## config.mk

```make
export PLATFORM = sky130hd
export DESIGN_NAME = wb_gpio_slave
export DESIGN_NICKNAME = d
export VERILOG_FILES = /design/src/rtl/wb_gpio_slave.sv
export SDC_FILE = /design/constraint.sdc
export NUM_CORES = 1
export LEC_CHECK = 0
export CORE_MARGIN = 1.5
export CORE_UTILIZATION = 43
export DETAILED_ROUTE_END_ITERATION = 7
export PLACE_DENSITY = 0.76
export REMOVE_ABC_BUFFERS = 1
export SLEW_MARGIN = 25
export SYNTH_ARGS = -nofsm -noshare
export SYNTH_HDL_FRONTEND = slang
export SYNTH_SLANG_ARGS = --single-unit
```

## constraint.sdc

```tcl
create_clock -name wb_clk_i -period 2.4 [get_ports wb_clk_i]
set_clock_uncertainty 0.15 [all_clocks]
set_input_delay 0.48 -clock wb_clk_i [delete_from_list [all_inputs] [get_ports wb_clk_i]]
set_output_delay 0.48 -clock wb_clk_i [all_outputs]
set_load 0.1 [all_outputs]
```

## src/rtl/wb_gpio_slave.sv

```systemverilog
// -----------------------------------------------------------------------------
// wb_gpio_slave
//
// Wishbone classic slave exposing a 32-bit general purpose I/O block.
//
// Register map (word offsets at wbs_adr_i[7:2]):
//    0  OUT        RW   pad output values
//    1  OEB        RW   pad output-enable-bar (1 = pad is input)
//    2  IN         RO   io_in after a 2-flop synchronizer
//    3  EDGE_STS   W1C  latched rising edges of IN   (IRQ build only)
//    4  EDGE_MASK  RW   interrupt enables per bit    (IRQ build only)
// Other offsets inside the 256-byte window ack with read data 0.
// Requests outside the window are never acknowledged.
//
// Optional feature: define WB_GPIO_SLAVE_IRQ_EN to add the edge detector,
// EDGE_STS/EDGE_MASK and the irq output. Without it, offsets 3 and 4 read 0.
//
// Ports:
//    wb_clk_i       clock, all state on rising edge
//    wb_rst_n       asynchronous active-low reset
//    wbs_stb_i/cyc_i/we_i/sel_i/adr_i/dat_i   Wishbone request
//    wbs_ack_o/dat_o                          Wishbone response
//    io_active      block enable; low forces pads to a safe state
//    io_in          pad inputs
//    io_out         pad outputs
//    io_oeb         pad output-enable-bar
//    irq            level interrupt (WB_GPIO_SLAVE_IRQ_EN only)
// -----------------------------------------------------------------------------
module wb_gpio_slave #(
    parameter logic [31:0] BASE_ADDR = 32'h3000_0000
) (
    input  logic        wb_clk_i,
    input  logic        wb_rst_n,
    input  logic        wbs_stb_i,
    input  logic        wbs_cyc_i,
    input  logic        wbs_we_i,
    input  logic [3:0]  wbs_sel_i,
    input  logic [31:0] wbs_adr_i,
    input  logic [31:0] wbs_dat_i,
    output logic        wbs_ack_o,
    output logic [31:0] wbs_dat_o,
    input  logic        io_active,
    input  logic [31:0] io_in,
    output logic [31:0] io_out,
    output logic [31:0] io_oeb
`ifdef WB_GPIO_SLAVE_IRQ_EN
    ,
    output logic        irq
`endif
);

    localparam logic [5:0] IDX_OUT  = 6'd0;
    localparam logic [5:0] IDX_OEB  = 6'd1;
    localparam logic [5:0] IDX_IN   = 6'd2;
    localparam logic [5:0] IDX_STS  = 6'd3;
    localparam logic [5:0] IDX_MASK = 6'd4;

    logic [31:0] out_reg;
    logic [31:0] oeb_reg;
    logic [31:0] sync1;
    logic [31:0] sync2;
    logic [31:0] rdata;
    logic [31:0] lane_mask;
    logic [5:0]  reg_idx;
    logic        base_match;
    logic        req;
    logic        wr;
    logic        unused_adr;

    // Byte address bits are ignored; words only.
    assign unused_adr = ^wbs_adr_i[1:0];

    // A new request is only recognised while ack is low, which gives every
    // transfer a minimum of two cycles and lets a held strobe be re-serviced.
    assign base_match = (wbs_adr_i[31:8] == BASE_ADDR[31:8]);
    assign req        = wbs_stb_i & wbs_cyc_i & ~wbs_ack_o & base_match;
    assign wr         = req & wbs_we_i;
    assign reg_idx    = wbs_adr_i[7:2];
    assign lane_mask  = {{8{wbs_sel_i[3]}}, {8{wbs_sel_i[2]}},
                         {8{wbs_sel_i[1]}}, {8{wbs_sel_i[0]}}};

    // Pads fall back to all-inputs, driving zero, when the block is disabled.
    // The registers themselves keep their contents.
    assign io_out = io_active ? out_reg : 32'h0000_0000;
    assign io_oeb = io_active ? oeb_reg : 32'hFFFF_FFFF;

`ifdef WB_GPIO_SLAVE_IRQ_EN
    logic [31:0] sync3;
    logic [31:0] edge_sts;
    logic [31:0] edge_mask;
    logic [2:0]  prime;
    logic [31:0] rise;
    logic [31:0] sts_clr;

    // Edges are ignored until the synchronizer and the delayed copy hold real
    // pad samples, so reset zeros cannot look like a rising edge.
    assign rise    = prime[2] ? (sync2 & ~sync3) : 32'h0000_0000;
    assign sts_clr = (wr && reg_idx == IDX_STS) ? (wbs_dat_i & lane_mask) : 32'h0000_0000;

    // Edge status: set terms are ORed in after the W1C clear, so a new edge
    // wins over a clear of the same bit in the same cycle.
    always_ff @(posedge wb_clk_i or negedge wb_rst_n) begin
        if (!wb_rst_n) begin
            sync3     <= '0;
            prime     <= '0;
            edge_sts  <= '0;
            edge_mask <= '0;
            irq       <= 1'b0;
        end else begin
            sync3    <= sync2;
            prime    <= {prime[1:0], 1'b1};
            edge_sts <= (edge_sts & ~sts_clr) | rise;
            if (wr && reg_idx == IDX_MASK)
                edge_mask <= (edge_mask & ~lane_mask) | (wbs_dat_i & lane_mask);
            irq <= |(edge_sts & edge_mask);
        end
    end
`endif

    // Read data selection for the addressed word.
    always_comb begin
        rdata = 32'h0000_0000;
        case (reg_idx)
            IDX_OUT:  rdata = out_reg;
            IDX_OEB:  rdata = oeb_reg;
            IDX_IN:   rdata = sync2;
`ifdef WB_GPIO_SLAVE_IRQ_EN
            IDX_STS:  rdata = edge_sts;
            IDX_MASK: rdata = edge_mask;
`endif
            default:  rdata = 32'h0000_0000;
        endcase
    end

    // Two-flop synchronizer for the pad inputs.
    always_ff @(posedge wb_clk_i or negedge wb_rst_n) begin
        if (!wb_rst_n) begin
            sync1 <= '0;
            sync2 <= '0;
        end else begin
            sync1 <= io_in;
            sync2 <= sync1;
        end
    end

    // OUT and OEB with per-byte write enables; written on the same edge that
    // raises ack, so the new value is visible during the ack cycle.
    always_ff @(posedge wb_clk_i or negedge wb_rst_n) begin
        if (!wb_rst_n) begin
            out_reg <= 32'h0000_0000;
            oeb_reg <= 32'hFFFF_FFFF;
        end else begin
            if (wr && reg_idx == IDX_OUT)
                out_reg <= (out_reg & ~lane_mask) | (wbs_dat_i & lane_mask);
            if (wr && reg_idx == IDX_OEB)
                oeb_reg <= (oeb_reg & ~lane_mask) | (wbs_dat_i & lane_mask);
        end
    end

    // Response: one-cycle ack, read data valid only while ack is high.
    always_ff @(posedge wb_clk_i or negedge wb_rst_n) begin
        if (!wb_rst_n) begin
            wbs_ack_o <= 1'b0;
            wbs_dat_o <= 32'h0000_0000;
        end else begin
            wbs_ack_o <= req;
            wbs_dat_o <= (req && !wbs_we_i) ? rdata : 32'h0000_0000;
        end
    end

endmodule
```

# After elaboration in Yosys (flattened, before gate mapping)
# Index checks and enable logic that the tools add are counted.
# totals
ff_bits	161
latchBits	0
ram_bits	0
mem_bits_ro	0
input_bits	106
out_inout_bits	97
word_cells	29
n_memories	0
# classes
add_sub_neg	0
multipliers	0
div	0
magnitude_cmp	0
eq_ne	3
shift	0
muxes	4
n_bitwise	11
n_reduce_logical	5
# ops
op	n
AND 32 bit	3
2-to-1 mux 32 bit	3
case mux 32 bit (3 select lines)	1
bitwise OR 32 bit	2
inverter 32 bit	1
== test 24 x 22 -> 1 bit, second input constant	1
== test 6 x 1 -> 1 bit, second input constant	1
== test 6 x 2 -> 1 bit, second input constant	1
logical NOT 6 bit	1
AND 1 bit	4
logical AND 1 bit	3
logical NOT 1 bit	1
inverter 1 bit	1

# Logic depth before layout (Yosys ltp)
# logic_depth
depth_word	5
mapped_depth	6
mapped_depth_nobuf	4

# Worst setup path after synthesis
# Ideal clock, no wire load.
# synth_path
kind	register -> register
start	register wbs_ack_o
end	register with a tool-made name
setup_time_ps	82
arrival_ps	2249
slack_ps	-82
stages_incl_launch_ff	7
period_less_slack_ps	2482
path_cell_list	dfrtp_1 -> nor4bb_1 -> and4_1 -> clkbuf_1 -> and4_1 -> buf_4 -> mux2_2
# synth_rtl
item	line_no	rtl
from (decl)	40	output logic wbs_ack_o,
from (signal assigned)	166	wbs_ack_o <= req;

==> results.yml <==
layout:
  final_cell_mix: "129 x dfrtp_1, 100 x clkdlybuf4s50_1, 96 x mux2_2, 75 x buf_12, 53 x buf_4"
  n_antenna_cell: 0
  synthToLayoutAreaGrowth_pct: 57.7
  final_common_cell: "dfrtp_1"
  drive_gt1_share_pct: 44.1
  fin_nets: 771
grt:
  grt_max_degree: 65
  gr-usage-all-layers_pct: 22.2
  antenna_found_initial: 1
  grt_pass1_wl_mm: 24.9
  gr-total-overflow: 0
  first_global_vias: 4729
route:
  finalWirelength_mm: 16.3
  drtIter0Drc: 192
  vias: 4315
  wire_per_inst_um: 19.0
  viasPerCell: 5.03
  drt_pass1_iterations: 4
  drc: 0
  ant_nets: 0
synthesis:
  yosysTopAreaCell: "dfrtp_1"
  synth_area_um2: 6270
  synth_top_area_share_pct: 51.5
  synthArstFlopShare_pct: 100
  synth_cell_types: 20
  ys_seq_area_share_pct: 64.9
  synth_edf_count: 0
  avgSynthCellArea_um2: 14.3
  synth_cells: 439
  yosysWarnings: 0
  ys_seq_elements: 161
  synth_area_leaders: "dfrtp_1 51%, mux2_2 17%, dfstp_2 13%"
  yosys_most_used_dff: "dfrtp_1"
setup_path:
  criticalPathCategory: "primary input to flip-flop"
  cp.required_ns: 2.54
  arrival_ns: 2.48
  worstPathMaxFanout: 4
  cp-start-kind: "primary input"
  cp-end-kind: "flip-flop"
clock_network:
  root_buffer: "clkbuf_16"
  clk_pin_slew_ns: 0.06
  cts_buffers: 17
  clock_path_buffers: 2
  htreeDepth: 4
  cts_sinks: 161
  clock_latency_ns: 0.41
  cts_tree: "yes"
sta:
  min_period_over_period_pct: 97.6
  max_slew.worst_pin.slew_ns: 0.476
  min_period_ns: 2.34
  relSlewSlack_pct: 68.3
  finalSetupViolCount: 0
  drv_slew: 0
  rsz0062_at_grt: "yes"
  hold_violations: 0
  fmax_mhz: 427
  setup_ws_ns: 0.0575
  worst_hold_slack_ns: 0.198
power:
  combPwrFrac_pct: 11.7
  vdd_ir_drop_max_mv: 0.533
  power_leakage_nw: 4.44
  p_sw_mw: 1.42
  power_density_nw_per_um2: 604
  seq_power_share_pct: 46.6
  p_int_mw: 4.56
  pwr-share-clk_pct: 41.7
  p_sw_share_pct: 23.7
die:
  start_util_pct: 44.7
  coreArea_um2: 14000
  die_h_um: 124
  dieArea_um2: 15300
  num_io_pins: 203
  fp.dieW_um: 124
  std_cell_rows: 43
run:
  cap_violations: 0
run_status:
  status: "completed"
place:
  io_buffers: 200
  gp_congestion: 0.810
  hpwl_mm: 11.3
  post-place-ws_ns: -0.386
min_path:
  hold_class: "flip-flop to flip-flop"
cells by family (layout without fill, tap and decap cells):
family                 Yosys count  after routing  synth area share, %
muxes                           96             96                 17.2
DFF                            161            161                 64.9
buffers and inverters           26            265                 1.86
AOI/OAI and AO/OA               33             33                 3.95
and+or+nand+nor                123            123                 12.1
power groups by stage:
stage,clock network (mW),registers (mW),logic [mW]
after detailed placement,0,2.83,0.701
final,2.49,2.79,0.698
after floorplan,0,2.83,0.270
after global routing,2.66,2.79,0.734
after CTS,2.55,2.79,0.706
after global placement,0,2.83,0.691
worst paths after layout:
check / startpoint / to / slack [ns] / depth (start not counted)
worst max-delay path: wbs_adr_i[7] / flip-flop / 0.06 / 8
worst min-delay path: sync1[8] / sync2[8] / 0.20 / 0
worst max register to register: wbs_ack_o / flip-flop / 0.31 / 6
worst min register to register: sync1[8] / sync2[8] / 0.20 / 0
max in group asynchronous: wb_rst_n / async pin / 0.99 / 3
min in group asynchronous: wb_rst_n / sync1[0] / 0.42 / 2
through the flow:
step	instance area, µm²	setup TNS, ns	cells	power (mW)	utilization (%)
finish	9890	0	858	5.98	70.4
detailed placement	9320	-27.69	825	3.53	66.4
global placement	9320	-25.58	825	3.52	66.4
CTS	9880	0	858	6.04	70.4
global route	9890	0	858	6.19	70.4
floorplan	6150	-21.54	413	3.10	-
worst max-delay path, cell delays in order:
cell and delay [ns]:
clkdlybuf4s50_1 0.40, or4_4 0.57, buf_4 0.18, nor3_4 0.12
buf_4 0.15, nand4_2 0.12, buf_4 0.18, mux2_2 0.28
Yosys cell counts, types with 3 or more instances:
| cell type | n |
|---|---|
| nor2_1 | 34 |
| nand4_2 | 4 |
| nor4_1 | 4 |
| and4_1 | 6 |
| and2_1 | 37 |
| buf_4 | 4 |
| clkbuf_1 | 19 |
| buf_2 | 3 |
| dfrtp_1 | 129 |
| mux2_2 | 96 |
| dfstp_2 | 32 |
| nand2b_1 | 32 |
| a22oi_1 | 32 |
what timing repair did:
| action | in CTS | in global routing |
|---|---|---|
| gates resized for setup | 0 | 2 |
| endpoints found under the setup margin | 0 | 29 |
| hold buffers | 1 | 0 |
| buffers inserted | 0 | 0 |
| hold endpoints to repair | 36 | 0 |
per-layer routing:
metal  global-route usage [%]  part of all wire, %  vias to the layer above
met5                        0                0.068                        -
met2                     38.8                   53                      139
met4                     7.54                  2.0                        2
met1                     26.4                   39                     2176
li1                         -                    -                     1970
met3                     6.23                  5.9                       28
final cells by class:
| type | count | area, µm² |
|---|---|---|
| clock inverters | 10 | 87.6 |
| fillers | 906 | 4150 |
| repair buffers | 233 | 2940 |
| flip-flops and latches | 161 | 4070 |
| multi-input cells | 252 | 2100 |
| clock buffers | 22 | 464 |
| well taps | 180 | 225 |
No activity file was read; power rests on OpenSTA's default activity.
